<file path="src/rtl/booth_pkg.sv">
// Shared types and helpers for the Booth iteration sequencer.
// Holds the state encoding, the iteration-count function and the stall counter width.
package booth_pkg;

  typedef enum logic [1:0] {
    IDLE = 2'd0,
    RUN  = 2'd1,
    DONE = 2'd2
  } booth_seq_state_t;

  localparam int STALL_CNT_W = 16;

  // Radix-4 retires two bits per step; odd widths round up.
  function automatic int unsigned iter_count(
    input int unsigned width,
    input logic        radix4
  );
    return radix4 ? (width + 1) >> 1 : width;
  endfunction

endpackage

</file>
<file path="src/rtl/booth_sat_cnt.sv">
// Saturating up-counter with synchronous clear and increment enable.
// Used for the optional stall statistics of the Booth sequencer.
module booth_sat_cnt #(
  parameter int W = 16
) (
  input  logic         clk,
  input  logic         rst,
  input  logic         clr,
  input  logic         inc,
  output logic [W-1:0] value
);

  always_ff @(posedge clk or negedge rst) begin
    if (!rst) begin
      value <= '0;
    end else if (clr) begin
      value <= '0;
    end else if (inc && (value != '1)) begin
      value <= value + 1'b1;
    end
  end

endmodule

</file>
<file path="src/rtl/booth_iter_seq.sv">
// Iteration sequencer for the Booth multiplier datapath (start/busy/done, stall, abort).
// Optional stall statistics output under macro BOOTH_ITER_STALL_STAT_EN.
module booth_iter_seq
  import booth_pkg::*;
#(
  parameter int DATA_WIDTH = 8,
  parameter int CNT_WIDTH  = $clog2(DATA_WIDTH + 1)
) (
  input  logic                 clk,
  input  logic                 rst,
  input  logic                 start,
  input  logic                 radix4,
  input  logic                 stall,
  input  logic                 abort,
  output logic                 step_en,
  output logic                 last,
  output logic                 busy,
  output logic                 done,
  output logic [CNT_WIDTH-1:0] count
`ifdef BOOTH_ITER_STALL_STAT_EN
  ,
  output logic [STALL_CNT_W-1:0] stall_cnt
`endif
);

  localparam logic [CNT_WIDTH-1:0] N_R2 =
    CNT_WIDTH'(iter_count(DATA_WIDTH, 1'b0));
  localparam logic [CNT_WIDTH-1:0] N_R4 =
    CNT_WIDTH'(iter_count(DATA_WIDTH, 1'b1));
  localparam logic [CNT_WIDTH-1:0] ONE =
    CNT_WIDTH'(1);

  booth_seq_state_t     state;
  booth_seq_state_t     state_nxt;
  logic [CNT_WIDTH-1:0] count_nxt;
  logic [CNT_WIDTH-1:0] n_sel;
  logic                 accept;

  assign n_sel = radix4 ? N_R4 : N_R2;

  always_ff @(posedge clk or negedge rst) begin
    if (!rst) begin
      state <= IDLE;
      count <= '0;
    end else begin
      state <= state_nxt;
      count <= count_nxt;
    end
  end

  always_comb begin
    state_nxt = state;
    count_nxt = count;
    accept    = 1'b0;
    unique case (state)
      IDLE: begin
        if (start && !abort) begin
          accept    = 1'b1;
          state_nxt = RUN;
          count_nxt = n_sel;
        end
      end
      RUN: begin
        if (abort) begin
          state_nxt = IDLE;
          count_nxt = '0;
        end else if (!stall) begin
          count_nxt = count - ONE;
          if (count == ONE) begin
            state_nxt = DONE;
          end
        end
      end
      DONE: begin
        if (abort) begin
          state_nxt = IDLE;
          count_nxt = '0;
        end else if (start) begin
          accept    = 1'b1;
          state_nxt = RUN;
          count_nxt = n_sel;
        end else begin
          state_nxt = IDLE;
        end
      end
      default: begin
        state_nxt = IDLE;
        count_nxt = '0;
      end
    endcase
  end

  // Outputs decode straight from state so an async reset drops them at once.
  assign busy    = (state == RUN);
  assign step_en = busy && !stall;
  assign last    = step_en && (count == ONE);
  assign done    = (state == DONE) && !abort;

`ifdef BOOTH_ITER_STALL_STAT_EN
  booth_sat_cnt #(
    .W (STALL_CNT_W)
  ) u_stall_cnt (
    .clk   (clk),
    .rst   (rst),
    .clr   (accept),
    .inc   (busy && stall),
    .value (stall_cnt)
  );
`endif

endmodule

</file>
<file path="config.mk">
export PLATFORM = sky130hd
export DESIGN_NAME = booth_iter_seq
export DESIGN_NICKNAME = d
export VERILOG_FILES = /design/src/rtl/booth_pkg.sv /design/src/rtl/booth_sat_cnt.sv /design/src/rtl/booth_iter_seq.sv
export SDC_FILE = /design/constraint.sdc
export NUM_CORES = 1
export LEC_CHECK = 0
export CELL_PAD_IN_SITES_DETAIL_PLACEMENT = 1
export CELL_PAD_IN_SITES_GLOBAL_PLACEMENT = 1
export CORE_UTILIZATION = 29
export CTS_BUF_LIST = sky130_fd_sc_hd__clkbuf_8
export CTS_CLUSTER_DIAMETER = 60
export CTS_CLUSTER_SIZE = 12
export DETAILED_ROUTE_END_ITERATION = 16
export PLACE_DENSITY = 0.74
export REMOVE_ABC_BUFFERS = 1
export SYNTH_ARGS = -nofsm -noshare
export SYNTH_HDL_FRONTEND = slang
export SYNTH_SLANG_ARGS = --single-unit
</file>
<file path="constraint.sdc">
create_clock -name clk -period 1.5 [get_ports clk]
set_clock_uncertainty 0.2 [all_clocks]
set_input_delay 0.15 -clock clk [delete_from_list [all_inputs] [get_ports clk]]
set_output_delay 0.15 -clock clk [all_outputs]
set_load 0.01 [all_outputs]
</file>
==> results.md <==
- Status: finished, violations left
- Failing checks: negative setup slack
- Final WS setup: -0.339 ns
- CP Capture Type: flop
- Placed Cells: 82
- Post-Syn Area: 393 µm²
- Mapped Avg Cell Area: 9.14 µm²
- DR top layer: met3
- CTS tree: yes
- Max-cap viol count: 0
- CP max FO: 2
- PD cells: 934 nW/µm²
- Most frequent cells in the layout: buf_4 (14), dfrtp_1 (5), dlygate4sd2_1 (5), buf_6 (5), clkdlybuf4s50_1 (4)
- Vias: 443
- Root Driver: clkbuf_8
- Setup violations, final: 7
- Vias/cell: 4.82
- CTS H-tree lvls: 1
- Hold slack: 0.356 ns
- First drt pass iteration count: 2
- Clk_lat worst skew: 0.22 ns
- Hold Vio Cnt, Final: 0
- Layout cells sized above 1: 56.4%
- DR DRC count: 0
- Distinct cells, synth: 21
- Highest Clock Rate: 544 MHz
- GR Util All Layers: 23.6%
- CTS Buf Count: 3
- Peak VDD IR: 0.000592 V
- Post-synth EDFFs: 0
- Hold Crit Class: in2reg
- Met1 Routed Length: 655 µm
- Clk sink count: 6
- Core area: 1190 µm²
- Max-slew violation count: 0
- Worst EP arrival: 1.74 ns
- Port bufs: 13
- DR WL met3: 34 µm
- Initial core utilization: 33.1%
- Fill count: 137
- Post-layout min period: 1.84 ns
- Worst Setup Path Type: reg2reg
- GRT overflow: 0
- CP max-delay cell: or4b_4
- Final Net Count: 88
- Standard-cell rows: 12
- Worst slew pin tran: 0.339 ns
- Post-DRT Antenna Nets: 0
- P&R area growth vs syn: 97.8%
- Synth Flop Type: dfrtp_1
- Critical-path cell list: inv_2, ha_1, or4b_4, buf_4, buf_6, a21oi_2, nor2_1
- Min-Delay Path Depth: 5
- Critical Path Max Stage Delay: 0.48 ns
- Number of global-route vias before repair: 476
- Wire length on met2: 836 µm
- RSZ-0062 raised after global routing: yes
- Post-DP HPWL: 925 µm
- Yosys warns: 0
- DR iter-0 viols: 7
- Die Span X: 38.8 µm
- Io pins: 14
- Die area: 1510 µm²
- Clock transition at path regs: 0.04 ns
- Critical path startpoint category: flop
- Synth async-reset ratio: 100%
- Initial antenna violation count: 0
- WL final: 1.53 mm
- Commonest non-fill, non-tap cell in the layout: buf_4
- Max-slew headroom: 77.2%
- Final non-filler cell total: 92
- # diodes: 0
- Core Util, Final: 65.5%
- Largest net degree at the start of global routing: 8
- RePlAce Congestion: 0.745
- Req. time, crit path: 1.40 ns
- Area of the multi-input gates: 285 µm²
- Reg2Reg Depth: 7
- DIE HEIGHT: 38.8 µm
- Drt wl/cell: 16.6 µm
- #FFs+latches synth: 6
- First-pass GRT wire length: 2.28 mm
- Lkg Pwr: 0.375 nW
- Max clock buf depth: 2
- Post-Syn Instances: 43
- Final period util: 123%
- Sequential cell area: 151 µm²
- Sequential element share of the synthesized area: 38.2%
worst max-delay path: cells and delay by family (launching register included):
family / cells / cell delay [ns]
AOI/OAI and AO/OA: 1 / 0.13
adders and majority gates: 1 / 0.12
buffers and inverters: 3 / 0.33
DFF: 1 / 0.38
and+or+nand+nor: 2 / 0.55
routing by layer:
layer / up-vias / global-route usage, %
li1: 219 / -
met1: 215 / 27.5
met2: 9 / 44.6
met3: 0 / 3.47
met4: 0 / 5.17
met5: - / 0
area by class of cell:
class / count / area share [%]
inverter: 3 / 1.45
sequential: 6 / 19.5
clock buffer: 3 / 5.31
tap: 14 / 2.25
multi-input combinational: 34 / 36.7
timing repair buffer: 32 / 34.8
cells in the mapped netlist (2+ instances only):
cell type / n / area [µm²]
nor2_1: 7 / 26.3
dfrtp_1: 6 / 150
o21ai_0: 4 / 20.0
inv_1: 3 / 11.3
nand2b_1: 3 / 18.8
a21oi_1: 2 / 10.0
ha_1: 2 / 25.0
nand2_1: 2 / 7.51
nor2b_1: 2 / 12.5
cells by family (layout without fill, tap and decap cells):
kind of cell	Yosys count	count (layout)	share of synthesized area, %
adder cells (fa/ha/maj)	2	2	6.37
AND/OR/NAND/NOR	19	19	26.8
XOR/XNOR	1	1	2.23
AO/OA/AOI/OAI	12	12	23.6
flip-flops	6	6	38.2
buffers and inverters	3	38	2.87
flip-flops by register name, indices dropped and copies added, names as in the netlist:
name   count
count      4
state      2
metrics by stage:
| step | power (mW) | TNS, ns | worst slack, ns | area [µm²] |
|---|---|---|---|---|
| 2_1_floorplan | 0.305 | -0.339 | -0.123 | 393 |
| 3_3_place_gp | 0.445 | -2.36 | -0.526 | 631 |
| 3_5_place_dp | 0.453 | -2.59 | -0.599 | 631 |
| 4_1_cts | 0.705 | -1.22 | -0.354 | 737 |
| 5_1_grt | 0.765 | -1.75 | -0.381 | 777 |
| 6_report | 0.725 | -1.33 | -0.339 | 777 |
path summary, 6_finish.rpt:
| check | slack, ns | startpoint | to |
|---|---|---|---|
| worst max-delay path | -0.34 | count[1] | state[0] |
| worst min-delay path | 0.36 | stall | state[1] |
| worst max register to register | -0.34 | count[1] | state[0] |
| worst min register to register | 0.43 | count[2] | count[2] |
| max in group asynchronous | 0.30 | rst | state[0] |
| min in group asynchronous | 0.53 | rst | count[1] |
power breakdown:
group / internal [mW] / switching (mW) / leakage [nW]
clock: 0.173 / 0.0717 / 0.0216
sequential: 0.185 / 0.0176 / 0.0761
combinational: 0.144 / 0.134 / 0.277
what timing repair did:
item                                    in CTS  in global routing
endpoints found under the setup margin      14                  9
hold endpoints to repair                     6                  0
resized for setup                           34                 13
setup buffers                                5                  1
hold buffers                                 1                  0
pin swaps                                    3                  4
Note: power is estimated with default switching activity, not from simulation.
